## src/rtl/cacheline_arbiter.sv

```systemverilog
// cacheline_arbiter: round-robin share of one cache-line memory port between I-cache and D-cache.
// One latched transfer runs to completion; only the granted cache sees a resp pulse.
module cacheline_arbiter #(
    parameter int s_offset = 5,
    parameter int s_line   = 256
) (
    input  logic              clk,
    input  logic              rst,
    input  logic [31:0]       icache_address,
    input  logic              icache_read,
    output logic [s_line-1:0] icache_rdata,
    output logic              icache_resp,
    input  logic [31:0]       dcache_address,
    input  logic              dcache_read,
    input  logic              dcache_write,
    input  logic [s_line-1:0] dcache_wdata,
    output logic [s_line-1:0] dcache_rdata,
    output logic              dcache_resp,
    output logic [31:0]       pmem_address,
    output logic              pmem_read,
    output logic              pmem_write,
    output logic [s_line-1:0] pmem_wdata,
    input  logic [s_line-1:0] pmem_rdata,
    input  logic              pmem_resp
);
    typedef enum logic [1:0] {IDLE, SERVE_I, SERVE_D} state_t;
    localparam logic [31:0] addr_mask = ~((32'd1 << s_offset) - 32'd1);
    state_t            state_q, state_d;
    logic              last_grant_q, last_grant_d;
    logic              op_q, op_d;
    logic [31:0]       addr_q, addr_d;
    logic [s_line-1:0] wdata_q, wdata_d;
    logic              i_req, d_req, grant_i, grant_d;
    assign i_req   = icache_read;
    assign d_req   = dcache_read | dcache_write;
    // on a tie the requester that did not win last time goes first
    assign grant_i = i_req & (~d_req | last_grant_q);
    assign grant_d = d_req & ~grant_i;
    always_comb begin
        state_d      = state_q;
        last_grant_d = last_grant_q;
        op_d         = op_q;
        addr_d       = addr_q;
        wdata_d      = wdata_q;
        case (state_q)
            IDLE: begin
                if (grant_i) begin
                    state_d      = SERVE_I;
                    last_grant_d = 1'b0;
                    op_d         = 1'b0;
                    addr_d       = icache_address & addr_mask;
                end else if (grant_d) begin
                    state_d      = SERVE_D;
                    last_grant_d = 1'b1;
                    op_d         = dcache_write;
                    addr_d       = dcache_address & addr_mask;
                    wdata_d      = dcache_wdata;
                end
            end
            SERVE_I, SERVE_D: state_d = pmem_resp ? IDLE : state_q;
            default: state_d = IDLE;
        endcase
    end
    always_ff @(posedge clk or negedge rst) begin
        if (!rst) begin
            state_q      <= IDLE;
            last_grant_q <= 1'b1;
            op_q         <= 1'b0;
            addr_q       <= '0;
            wdata_q      <= '0;
        end else begin
            state_q      <= state_d;
            last_grant_q <= last_grant_d;
            op_q         <= op_d;
            addr_q       <= addr_d;
            wdata_q      <= wdata_d;
        end
    end
    assign pmem_read    = (state_q != IDLE) & ~op_q;
    assign pmem_write   = (state_q != IDLE) & op_q;
    assign pmem_address = addr_q;
    assign pmem_wdata   = wdata_q;
    assign icache_resp  = (state_q == SERVE_I) & pmem_resp;
    assign dcache_resp  = (state_q == SERVE_D) & pmem_resp;
    assign icache_rdata = pmem_rdata;
    assign dcache_rdata = pmem_rdata;
endmodule

```

## config.mk

```make
export PLATFORM = sky130hd
export DESIGN_NAME = cacheline_arbiter
export DESIGN_NICKNAME = d
export VERILOG_FILES = /design/src/rtl/cacheline_arbiter.sv
export SDC_FILE = /design/constraint.sdc
export NUM_CORES = 1
export LEC_CHECK = 0
export ABC_AREA = 1
export CAP_MARGIN = 20
export CELL_PAD_IN_SITES_DETAIL_PLACEMENT = 0
export CELL_PAD_IN_SITES_GLOBAL_PLACEMENT = 1
export CORE_AREA = 2 2 535 537
export DETAILED_ROUTE_END_ITERATION = 10
export DIE_AREA = 0 0 537 539
export HOLD_SLACK_MARGIN = 0.15
export PLACE_DENSITY = 0.3
export SYNTH_ARGS = -nofsm -noshare
export SYNTH_HDL_FRONTEND = slang
export SYNTH_SLANG_ARGS = --single-unit
```

## constraint.sdc

```tcl
create_clock -name clk -period 4.4 [get_ports clk]
set_clock_uncertainty 0.05 [all_clocks]
set_input_delay 1.1 -clock clk [delete_from_list [all_inputs] [get_ports clk]]
set_output_delay 1.1 -clock clk [all_outputs]
set_load 0.02 [all_outputs]
```

# ---- Word level (Yosys, flattened, before mapping)
# Index checks and enable logic that the tools add are counted.
dict set report word_totals {
  ff_bits 292
  inputBits 582
}
dict set report op_classes {
  eq_ne 4
  mux 10
  bitwise 11
  reduce_logical 7
}
# op n
set ops {}
lappend ops {{$mux 32} 2}
lappend ops {{$and 1x1->1} 6}
lappend ops {{$mux 2} 3}
lappend ops {{$mux 1} 4}
lappend ops {{$pmux 2 s2} 1}
lappend ops {{$reduce_and 2->1} 2}
lappend ops {{$reduce_bool 2->1} 2}
lappend ops {{$ne 3x3->1 const B} 1}
lappend ops {{$not 1->1} 3}
lappend ops {{$reduce_and 3->1} 1}
lappend ops {{$eq 2x1->1 const B} 1}
lappend ops {{$eq 2x2->1 const B} 1}
lappend ops {{$logic_not 2->1} 1}
lappend ops {{$ne 2x2->1 const B} 1}
lappend ops {{$or 1x1->1} 2}
lappend ops {{$reduce_or 2->1} 1}

# ---- Depth between registers and ports, before layout
dict set report depth {
  ltp_word 9
  ltp_mapped 9
}

# ---- Worst setup path after synthesis
# OpenSTA, ideal clock, no wires.
dict set report synth_timing {
  path_kind {reg-to-output}
  startpoint {register state_q[0]}
  endpoint {output pmem_read}
  t_arrival_ns 1.454
  required_ns 3.250
  path_slack_ns 1.796
  path_stages_with_launch 7
  n_path_buf 3
  cell_sequence {dfrtp_1 inv_1 ha_1 buf_2 clkbuf_1 clkbuf_1 nor2_1}
}
dict set report synth_via {
  elab_chain_len 2
}
# element line_no
set synth_rtl {}
lappend synth_rtl {{start, declared} 28} ;# state_t state_q, state_d;
lappend synth_rtl {{start signal, assigned} 72} ;# state_q <= state_d;
lappend synth_rtl {{$reduce_bool 2->1} 79} ;# assign pmem_read = (state_q != IDLE) & ~op_q;
lappend synth_rtl {{$and 1x1->1} 79}
lappend synth_rtl {{end, declared} 20} ;# output logic pmem_read,
# Every way passes these cells.

# ---- Worst setup path after layout
dict set report layout_timing {
  startpoint {input pmem_resp}
  endpoint {output icache_resp}
}
dict set report layout_via {
  elab_chain_len 1
}
# element line_no
set layout_rtl {}
lappend layout_rtl {{start, declared} 24} ;# input logic pmem_resp
lappend layout_rtl {{$and 1x1->1} 83} ;# assign icache_resp = (state_q == SERVE_I) & pmem_resp;
lappend layout_rtl {{end, declared} 12} ;# output logic icache_resp,
# Every way passes these cells.

==> flow_metrics.tcl <==
set metrics [dict create \
    path_max_fanout 3 \
    max_clock_freq_mhz 281 \
    synth_area_mm2 0.0157 \
    netlist_top_cells_area "dfrtp_1 (46%), buf_4 (25%), nand2_1 (14%), nand3_1 (10%), buf_2 (1.8%)" \
    dpl-instance-area_mm2 0.0225 \
    antenna_found_initial 64 \
    cts_buffer_depth 3 \
    ioPinCount 1386 \
    ant_nets 0 \
    port_buffers 602 \
    gp_congestion 0.701 \
    firstDrtPassIters 4 \
    synth_warnings 0 \
    clock_latency_ps 710 \
    cts-root-buf "clkbuf_16" \
    endpoint "icache_resp" \
    drt_iter0_markers 449 \
    status "finished clean" \
    die_h_um 539 \
    critical_path_arrival_ps 2410 \
    yosysTopAreaCell "dfrtp_1" \
    fin_nets 2550 \
    p_leak_nw 9.84 \
    ctsHoldBuffers 0 \
    grt_overflow_total 0 \
    grt_pass1_wl_um 172000 \
    cts-resized-gates 0 \
    vdd_drop_max_uv 404 \
    grt_usage_pct 9.33 \
    drcViolationCount 0 \
    ys_ff_latch 287 \
    drive_above_1_share_pct 6.08 \
    syn_avg_cell_area_um2 8.29 \
    syn2layout_area_growth_pct 54.7 \
    postCtsSetupBuffers 0 \
    ys.flop_type "dfrtp_1" \
    h-tree-depth 2 \
    critPathLaunchType "input port" \
    die_w_um 537 \
    rows 196 \
    start_util_pct 5.53 \
    synth_top_area_share_pct 45.6 \
    core_area_mm2 0.284 \
    rsz0062_at_grt "no" \
    fin_setup_tns_ps 0 \
    yosys-top-cells-count "nand2_1 (602), buf_4 (527), nand3_1 (313)" \
    via_count 13000 \
    wl_um 139000 \
    setup_viol 0 \
    dp_slack_ps 815 \
    synth_most_common_cell "nand2_1" \
    synth-async-reset-ratio_pct 100 \
    path_clk_slew_ps 60 \
    r2r-end "pmem_wdata[113]$_DFFE_PN0P_" \
    whs_ps 395 \
    grt_max_degree 104 \
    cts_inserted_buffers 49 \
    cts_sinks 287 \
    cp-end-kind "output port" \
    p_total_mw 19.2 \
    wire_per_inst_um 24.2 \
    grt_pass1_vias 13800 \
    setup_slack_ps 839 \
    worstMarginPinSlew_ps 983 \
    cap_violations 0 \
    slew_viol_final 0 \
    hpwl_um 118000 \
    synth_cells 1895 \
    fin_area_mm2 0.0243 \
    viasPerCell 2.26 \
    min_period_ps 3560 \
    p_per_area_mw_per_mm2 790 \
    crit_required_ps 3250 \
    cts_tree "yes" \
    synth_edf_count 0 \
    rr_startpoint "state_q[0]$_DFFE_PN0P_" \
    seq_area_frac_synth_pct 45.7 \
    reg2regPathDepth 7 \
    finalHoldViolCount 0 \
    finalCritPeriodShare_pct 80.9 \
    yosysUniqueCellTypes 17 \
    worst-r2r-setup-slack_ps 2040 \
    slew_headroom_pct 34.5 \
    critical_path_class "input port to output port" \
    worstHoldPathType "input port to async pin" \
    die-area_mm2 0.289 \
    startpoint "pmem_resp" \
]
==> sequential cells by signal, summed over array words and instances (netlist names) <==
| register | count |
|---|---|
| last_grant_q | 1 |
| pmem_wdata | 256 |
| op_q | 1 |
| pmem_address | 27 |
| state_q | 2 |
==> report_power, final <==
group	internal, mW	switching (mW)
clock	2.66	1.80
sequential	3.97	0.749
combinational	3.43	6.60
total	10.1	9.15
==> area by class of cell <==
type                       count  area, µm²
fill                       33100     260000
sequential                   287       7180
timing repair buffer         630       6400
tap                         3762       4710
multi-input combinational    933       3990
clock buffer                  63       1320
clock inverter                29        444
inverter                      64        240
antenna                        5       12.5
==> critical path: stages <==
cell,delay [ps]
clkdlybuf4s50_1,550
nand2_1,70
inv_1,70
clkdlybuf4s50_1,610
==> placed cells by master (no fill, tap or decap) <==
master / count
dfstp_2: 1
nor2_1: 3
o21ai_0: 3
clkinvlp_4: 5
inv_1: 62
clkbuf_8: 4
clkinv_2: 10
buf_4: 16
buf_2: 1
nand2_1: 601
a21oi_4: 2
buf_8: 1
clkdlybuf4s50_1: 599
diode_2: 5
dfrtp_1: 286
inv_2: 2
o21ai_4: 1
nand2_2: 1
nand3_1: 313
ha_1: 2
inv_6: 3
ha_4: 1
conb_1: 5
buf_12: 13
clkbuf_1: 10
nand2_8: 1
clkbuf_16: 49
clkinv_16: 2
bufinv_16: 9
==> through the flow <==
stage / utilization, % / std cells
2_1_floorplan: - / 1899
3_3_place_gp: 7.93 / 5676
3_5_place_dp: 7.93 / 5676
4_1_cts: 8.55 / 5768
5_1_grt: 8.55 / 5769
6_report: 8.55 / 5773
==> per-layer routing <==
metal / up-vias / wire (µm) / global-route usage, %
met5: - / 57 / 0.200
met4: 6 / 6920 / 4.19
met3: 364 / 27600 / 8.14
met2: 1118 / 59200 / 14.2
met1: 5980 / 45600 / 8.74
li1: 5569 / - / -
==> worst min path at each step <==
stage                                           start                     endpoint  slack [ps]  cells past startpoint
after global routing                              rst  pmem_wdata[119]$_DFFE_PN0P_         420                      1
after CTS                                         rst  pmem_wdata[119]$_DFFE_PN0P_         390                      1
final                                             rst  pmem_wdata[119]$_DFFE_PN0P_         390                      1
after floorplan                state_q[1]$_DFFE_PN0P_       state_q[1]$_DFFE_PN0P_         420                      2
after detailed placement  pmem_wdata[152]$_DFFE_PN0P_  pmem_wdata[152]$_DFFE_PN0P_         410                      2
after global placement    pmem_wdata[123]$_DFFE_PN0P_  pmem_wdata[123]$_DFFE_PN0P_         410                      2
==> cells by family (layout without fill, tap and decap cells) <==
logic type / Yosys count / count (layout) / synth area share, %
buf+inv: 679 / 786 / 29.3
fa+ha+maj: 3 / 3 / 0.239
simple gates: 919 / 919 / 24.5
other cells: 1 / 10 / 0.0239
compound gates: 6 / 6 / 0.263
flops: 287 / 287 / 45.7
(Power assumes the default switching activity.)
